$ cat config.mk
export PLATFORM = sky130hd
export DESIGN_NAME = pc_redirect_ctrl
export DESIGN_NICKNAME = d
export VERILOG_FILES = /design/src/rtl/pc_redirect_ctrl.sv
export SDC_FILE = /design/constraint.sdc
export NUM_CORES = 1
export LEC_CHECK = 0
export ABC_CLOCK_PERIOD_IN_PS = 2000
export BUFFER_PORTS_ARGS = -buffer_cell sky130_fd_sc_hd__buf_2
export CORE_MARGIN = 2
export CORE_UTILIZATION = 46
export CTS_BUF_LIST = sky130_fd_sc_hd__clkbuf_4 sky130_fd_sc_hd__clkbuf_8
export DETAILED_ROUTE_END_ITERATION = 10
export PLACE_DENSITY = 0.87
export SETUP_SLACK_MARGIN = 0.4
export SLEW_MARGIN = 25
export SYNTH_ARGS = -nofsm -noshare
export SYNTH_HDL_FRONTEND = slang
export SYNTH_SLANG_ARGS = --single-unit
export TNS_END_PERCENT = 5
$ cat constraint.sdc
create_clock -name clk -period 2 [get_ports clk]
set_clock_uncertainty 0.05 [all_clocks]
set_input_delay 0.5 -clock clk [delete_from_list [all_inputs] [get_ports clk]]
set_output_delay 0.5 -clock clk [all_outputs]
set_load 0.1 [all_outputs]
$ cat src/rtl/pc_redirect_ctrl.sv
// Execute-stage branch/jump redirect controller: drives fetch redirects, IF/ID flushes and wrong-path squash.
// Optional statistics counters are built only when BR_STATS_EN is defined.
module pc_redirect_ctrl #(
  parameter int XLEN          = 32,
  parameter int SQUASH_CYCLES = 2
) (
  input  logic            clk,
  input  logic            rst_n,
  input  logic            ex_valid,
  input  logic [6:0]      ex_opcode,
  input  logic            ex_br_taken,
  input  logic [XLEN-1:0] ex_target,
  input  logic            stall_in,
  input  logic            if_ready,
  output logic            redirect_valid,
  output logic [XLEN-1:0] redirect_pc,
  output logic            flush_if,
  output logic            flush_id,
  output logic            squash_ex,
  output logic            misalign_err,
  output logic            busy,
  output logic [15:0]     redirect_cnt,
  output logic [15:0]     squash_cnt
);

  typedef enum logic [1:0] {
    ST_IDLE     = 2'd0,
    ST_REDIRECT = 2'd1,
    ST_SQUASH   = 2'd2
  } state_e;

  localparam int          SQ_LOAD_I = (SQUASH_CYCLES > 0) ? (SQUASH_CYCLES - 1) : 0;
  localparam logic [3:0]  SQ_LOAD   = 4'(SQ_LOAD_I);

  // Only conditional branches, JALR and JAL may redirect fetch.
  function automatic logic is_ctrl_flow(input logic [6:0] op);
    case (op)
      7'b1100011,
      7'b1100111,
      7'b1101111: is_ctrl_flow = 1'b1;
      default:    is_ctrl_flow = 1'b0;
    endcase
  endfunction

  state_e            state_r, state_s;
  logic [3:0]        sq_cnt_r, sq_cnt_s;
  logic [XLEN-1:0]   redirect_pc_r, redirect_pc_s;
  logic              flush_r, flush_s;
  logic              misalign_r, misalign_s;
  logic              redirect_valid_r;
  logic              squash_r;
  logic              busy_r;
  logic              trigger_s;
  logic              aligned_s;

  assign trigger_s = ex_valid & ex_br_taken & ~stall_in & is_ctrl_flow(ex_opcode);
  assign aligned_s = (ex_target[1:0] == 2'b00);

  // Next-state, capture and pulse decode for the redirect FSM.
  always_comb begin
    state_s       = state_r;
    sq_cnt_s      = sq_cnt_r;
    redirect_pc_s = redirect_pc_r;
    flush_s       = 1'b0;
    misalign_s    = 1'b0;
    case (state_r)
      ST_IDLE: begin
        if (trigger_s) begin
          if (aligned_s) begin
            state_s       = ST_REDIRECT;
            redirect_pc_s = ex_target;
            flush_s       = 1'b1;
          end else begin
            misalign_s    = 1'b1;
          end
        end else begin
          state_s = ST_IDLE;
        end
      end
      ST_REDIRECT: begin
        // Wrong-path triggers are ignored here; only the fetch handshake moves us on.
        if (if_ready) begin
          if (SQUASH_CYCLES > 0) begin
            state_s  = ST_SQUASH;
            sq_cnt_s = SQ_LOAD;
          end else begin
            state_s  = ST_IDLE;
            sq_cnt_s = 4'd0;
          end
        end else begin
          state_s = ST_REDIRECT;
        end
      end
      ST_SQUASH: begin
        if (sq_cnt_r == 4'd0) begin
          state_s = ST_IDLE;
        end else begin
          state_s  = ST_SQUASH;
          sq_cnt_s = sq_cnt_r - 4'd1;
        end
      end
      default: begin
        state_s  = ST_IDLE;
        sq_cnt_s = 4'd0;
      end
    endcase
  end

  // State register and registered outputs, all decoded from the next state.
  always_ff @(posedge clk) begin
    if (!rst_n) begin
      state_r          <= ST_IDLE;
      sq_cnt_r         <= 4'd0;
      redirect_pc_r    <= '0;
      flush_r          <= 1'b0;
      misalign_r       <= 1'b0;
      redirect_valid_r <= 1'b0;
      squash_r         <= 1'b0;
      busy_r           <= 1'b0;
    end else begin
      state_r          <= state_s;
      sq_cnt_r         <= sq_cnt_s;
      redirect_pc_r    <= redirect_pc_s;
      flush_r          <= flush_s;
      misalign_r       <= misalign_s;
      redirect_valid_r <= (state_s == ST_REDIRECT);
      squash_r         <= (state_s == ST_SQUASH);
      busy_r           <= (state_s != ST_IDLE);
    end
  end

  assign redirect_valid = redirect_valid_r;
  assign redirect_pc    = redirect_pc_r;
  assign flush_if       = flush_r;
  assign flush_id       = flush_r;
  assign squash_ex      = squash_r;
  assign misalign_err   = misalign_r;
  assign busy           = busy_r;

`ifdef BR_STATS_EN
  logic [15:0] redirect_cnt_r;
  logic [15:0] squash_cnt_r;
  logic        redirect_hs_s;

  assign redirect_hs_s = (state_r == ST_REDIRECT) & if_ready;

  // Saturating statistics: accepted redirects and squashed execute cycles.
  always_ff @(posedge clk) begin
    if (!rst_n) begin
      redirect_cnt_r <= 16'd0;
      squash_cnt_r   <= 16'd0;
    end else begin
      if (redirect_hs_s && (redirect_cnt_r != 16'hFFFF)) begin
        redirect_cnt_r <= redirect_cnt_r + 16'd1;
      end else begin
        redirect_cnt_r <= redirect_cnt_r;
      end
      if (squash_r && (squash_cnt_r != 16'hFFFF)) begin
        squash_cnt_r <= squash_cnt_r + 16'd1;
      end else begin
        squash_cnt_r <= squash_cnt_r;
      end
    end
  end

  assign redirect_cnt = redirect_cnt_r;
  assign squash_cnt   = squash_cnt_r;
`else
  assign redirect_cnt = 16'd0;
  assign squash_cnt   = 16'd0;
`endif

endmodule

==> Yosys cells after proc, flatten, opt, wreduce, memory -nomap -nowiden <==
Index checks and enable logic that the tools add are counted.
{ "totals": {"ff_bits": 43, "in_bits": 45} }
{ "classes": {"addsub": 1, "n_eq_ne": 9, "muxes": 11, "bitwise": 5, "n_reduce_logical": 8} }
{ "ops": {"columns": ["cell", "n"], "rows": [
  ["equality test 7 bit, second input constant", 3],
  ["case mux 4 bit (3 select lines)", 1],
  ["AND reduction 3 bit", 3],
  ["two-way mux 2 bit", 4],
  ["two-way mux 4 bit", 2],
  ["case mux 2 bit (3 select lines)", 1],
  ["equality test 2 x 1 -> 1 bit, second input constant", 2],
  ["equality test 2 bit, second input constant", 2],
  ["zero test 2 bit", 2],
  ["zero test 4 bit", 1],
  ["inequality test 2 bit, second input constant", 2],
  ["subtractor 4 x 1 -> 4 bit, second input constant", 1],
  ["AND 1 bit", 3],
  ["two-way mux 1 bit", 3],
  ["OR reduction 3 bit", 1],
  ["NOT 1 bit", 2],
  ["nonzero test 2 bit", 1]
]} }

==> Depth between registers and ports, before layout <==
{ "depth": {"ltp_word": 7, "ltp_mapped": 7, "mapped_depth_nobuf": 6} }

==> Worst setup path before layout <==
No wires, ideal clock.
{ "synth_path": {"kind": "register -> output", "startpoint": "register flush_r (netlist: flush_id)", "endpoint": "output port flush_if", "arrival_time_ns": 1.356, "slack_ns": 0.094, "stages_incl_launch_ff": 2, "n_path_buf": 1, "cell_sequence": "dfxtp_1 buf_4"} }
{ "synth_lines": {"columns": ["element", "line_no", "text"], "rows": [
  ["start: declaration", "48", "logic flush_r, flush_s;"],
  ["start signal: assignment", "124", "flush_r <= flush_s;"],
  ["end: declaration", "17", "output logic flush_if,"]
]} }
No word-level cell between the ends.

==> Worst setup path after layout <==
{ "layout_path": {"startpoint": "register state_r[0]", "endpoint": "register redirect_pc_r[20] (netlist: redirect_pc[20])"} }
{ "layout_between": {"elab_chain_len": 2} }
{ "layout_rtl": {"columns": ["element", "line_no", "text"], "rows": [
  ["start: declaration", "45", "state_e state_r, state_s;"],
  ["start signal: assignment", "121", "state_r <= state_s;"],
  ["zero test 2 bit", "66", "case (state_r)"],
  ["AND reduction 3 bit (no line)", null, null],
  ["end signal: assignment", "123", "redirect_pc_r <= redirect_pc_s;"],
  ["end: declaration", "47", "logic [XLEN-1:0] redirect_pc_r, redirect_pc_s;"]
]} }
Every way passes these cells.
A chain may end at the register's enable or synchronous reset.

==> summary by stage <==
Power
In this run the static leakage power is 1.271 nW. The proportion of power drawn by the clock network is 0.295. The switching share of power is 0.3394.

The peak supply drop is ~0.34 mV. The register share of total power is 0.488. The power per cell area is 621.5 nW/um2.

The combinational cell fraction of total power is 0.217. The analysis attributes to net switching a power of 594.4 uW. The overall power after layout is around 1.8 mW.

The internal power of the cells totals 1.157 mW.

Outcome
The flow ran to the end, and the final reports show no timing, DRC or antenna violations.

Drt
The detailed-routing iteration count for the pre-antenna-repair pass is 4. Signal routing reaches up to met4. The count of nets left with antenna violations once routing finished came out at 0. After detailed routing, the number of vias per cell comes to 5.144. The DRC marker count from the first detailed-route iteration is 65.

The final layout contains routed wiring with a total length of 5.289 mm. The met2 wire length is 2.611 mm. The amount of wire on met3 after detailed routing is 323 um. The sum of routed wire segments on met1 is between 2 and 2.5 mm.

The final route contains 1970 vias. In the routed design, unresolved DRC markers number 0. In the final routed layout, each cell accounts on average for approximately 14 um.

Setup path
Setup slack on the worst reg-to-reg path comes out at 0.28 ns. The worst setup path is launched from a register. The largest fanout on the critical path is 8. For the worst setup path, the data required time is 2.13 ns. STA classifies the critical path endpoint as a register. The worst setup path is of the reg -> reg kind. The worst path arrival time is around 1.9 ns.

Layout
The number of diodes added for antenna fixing is 0. The synthesis-to-finish area growth is 30.32%. In the layout the commonest cells are 81 x sky130_fd_sc_hd__buf_2, 40 x sky130_fd_sc_hd__dfxtp_1, 32 x sky130_fd_sc_hd__conb_1, 29 x sky130_fd_sc_hd__a21boi_1, 28 x sky130_fd_sc_hd__nand3_1. Fill cells in the final layout number 403. The fraction of final layout cells with drive strength greater than 1 is 0.4290. In the final design database the tool counted 383 nets. The final non-filler cell area is around 2800 um2. Leaving out fill and tap cells, the most frequent cell in the layout is sky130_fd_sc_hd__buf_2.

Global routing
The final global-route overflow total is 0. The first global-routing pass estimated 8.293 mm of wire. The number of antenna violations at the first check in global routing is 0.

The total global-route track usage is 0.2011. The pin count of the biggest net entering global routing is 33. The number of global-route vias before repair is 1773.

Floorplanning
The placeable core region is around 4400 um2. The number of rows created at floorplan is 24. The boundary pin count is 115. The floorplan step defined a die boundary enclosing ~5300 um2. For this configuration, the core starts out at a cell density of 0.4865. The die boundary height is about 73 um. From left edge to right edge, the die measures a little over 70 um.

Timing
The worst setup margin is between 0.2 and 0.3 ns. The number of hold violations in the final report is 0. The minimum clock period after layout is 1.721 ns. The hold slack is ~0.39 ns. In the finished design, the share of the clock period the worst path needs comes to 0.8606. Setup violations remaining at the end of the flow were counted as 0.

Timing would allow up to about 580 MHz. Setup repair after global routing could not meet its margin everywhere. Setup total negative slack on the finished layout was measured at 0 ns. The count of pins over their slew limit is 0.

Clock tree
The deepest clock path buffer count is 2. The insertion delay to the later sink of the worst-skew pair is 0.29 ns. The clock edge transition at the registers on the reported setup and hold paths is 0.08 ns. For this design, the CTS-stage hold fixing added 0 buffers. In this run the number of H-tree levels came out at 2.

CTS saw 43 sinks. CTS placed an instance of sky130_fd_sc_hd__clkbuf_8 at the clock tree root. The clock tree from TritonCTS is done. Clock tree synthesis inserted a total of 5 buffers.

Synth
The cell area after synthesis is 2162 um2. After technology mapping, the gate count stands at 239. The average cell area after synthesis is 9.046 um2. Yosys mapped a number of flops with a built-in enable equal to 0. The flip-flop cell with the highest count after synthesis is sky130_fd_sc_hd__dfxtp_1. The netlist uses 41 different library cells. The number of warnings printed during yosys synthesis is 0. Synthesis inferred 43 register bits. For this run, the register share of the synthesized area comes to 0.3981. Of all flip-flops after synthesis, the portion carrying an async set or reset was 0.

Placed design
Routability-driven placement finished with a final weighted congestion of 0.8292. Before CTS, the worst setup slack after placement is about 0.065 ns. The post-detailed-placement half-perimeter wirelength is 3.189 mm. In this run the cell area measured after placement is 2467 um2. The count of port buffers added during placement is 82.

Worst hold path
The worst hold-check path type is in -> reg.

Run
The number of maximum-capacitance violations is 0.
## power groups by stage
| stage | registers [mW] | logic [mW] | clock network, mW |
|---|---|---|---|
| floorplan | 0.879 | 0.355 | 0 |
| global placement | 0.876 | 0.362 | 0 |
| detailed placement | 0.876 | 0.363 | 0 |
| CTS | 0.856 | 0.373 | 0.535 |
| global route | 0.854 | 0.395 | 0.564 |
| finish | 0.855 | 0.380 | 0.516 |
## metrics by stage
step / std cells / utilization
floorplan: 270 / -
global placement: 362 / 0.5552
detailed placement: 362 / 0.5552
CTS: 377 / 0.6050
global route: 383 / 0.6340
finish: 383 / 0.6340
## logic make-up (layout without fill, tap and decap cells)
group / Yosys count / after routing / synth area share
muxes: 2 / 2 / 0.009260
other: 1 / 32 / 0.001734
xor gates and xnor gates: 1 / 1 / 0.004052
DFF: 43 / 43 / 0.3982
buffers and inverters: 54 / 112 / 0.1748
and+or+nand+nor: 64 / 67 / 0.1713
adders and majority gates: 6 / 6 / 0.03472
AOI/OAI and AO/OA: 68 / 68 / 0.2060
## worst paths after layout
kind / startpoint / endpoint / depth (start not counted)
worst max-delay path: state_r[0] / redirect_pc[20] / 6
worst min-delay path: ex_target[8] / redirect_pc[8] / 3
worst max register to register: state_r[0] / redirect_pc[20] / 6
worst min register to register: redirect_pc[14] / redirect_pc[14] / 2
## sequential cells by signal, summed over array words and instances (netlist names)
| signal | flops |
|---|---|
| busy | 1 |
| flush_id | 1 |
| misalign_err | 1 |
| redirect_pc | 32 |
| redirect_valid | 1 |
| sq_cnt_r | 4 |
| squash_ex | 1 |
| state_r | 2 |
## metal layers
layer / track usage / vias to the layer above
met5: 0 / -
met4: 0.05350 / 0
met3: 0.04583 / 6
met2: 0.3455 / 79
met1: 0.2535 / 928
li1: - / 957
## cell usage after synthesis (2+ instances only)
library cell | instances | share of area
sky130_fd_sc_hd__nand2_1 | 5 | 0.0087
sky130_fd_sc_hd__buf_2 | 3 | 0.0069
sky130_fd_sc_hd__a21boi_1 | 30 | 0.10
sky130_fd_sc_hd__ha_1 | 6 | 0.035
sky130_fd_sc_hd__clkbuf_1 | 6 | 0.010
sky130_fd_sc_hd__buf_4 | 33 | 0.11
sky130_fd_sc_hd__inv_1 | 4 | 0.0069
sky130_fd_sc_hd__nand3_1 | 30 | 0.069
sky130_fd_sc_hd__o21ai_2 | 4 | 0.016
sky130_fd_sc_hd__and3_1 | 2 | 0.0058
sky130_fd_sc_hd__dfxtp_1 | 43 | 0.40
sky130_fd_sc_hd__buf_6 | 6 | 0.031
sky130_fd_sc_hd__nor3b_1 | 2 | 0.0069
sky130_fd_sc_hd__nor2b_1 | 4 | 0.012
sky130_fd_sc_hd__nor2_1 | 7 | 0.012
sky130_fd_sc_hd__o21ai_1 | 26 | 0.060
sky130_fd_sc_hd__mux2i_1 | 2 | 0.0093
sky130_fd_sc_hd__clkbuf_2 | 2 | 0.0046
sky130_fd_sc_hd__a21oi_1 | 2 | 0.0046
## worst max-delay path, stage by stage (launching register included)
cell                       delay (ns)
sky130_fd_sc_hd__dfxtp_2         0.34
sky130_fd_sc_hd__inv_2           0.08
sky130_fd_sc_hd__ha_4            0.16
sky130_fd_sc_hd__nand2_4         0.07
sky130_fd_sc_hd__or4_4           0.66
sky130_fd_sc_hd__o21ai_2         0.17
sky130_fd_sc_hd__a21boi_1        0.07
## timing repair
action,4_1_cts,5_1_grt
setup endpoints to repair,70,75
setup buffers,6,5
pin swaps,6,10
cloned,3,1
resized for setup,16,17
## cell type report
type / instances / area [um2] / area share
multi-input cells: 176 / 1171 / 0.4156
flip-flops and latches: 43 / 867.1 / 0.3077
repair buffers: 102 / 620.6 / 0.2202
clock buffers: 6 / 76.32 / 0.02709
well taps: 52 / 65.06 / 0.02309
inverters: 4 / 17.52 / 0.006217
Power figures use the tool's default switching activity.
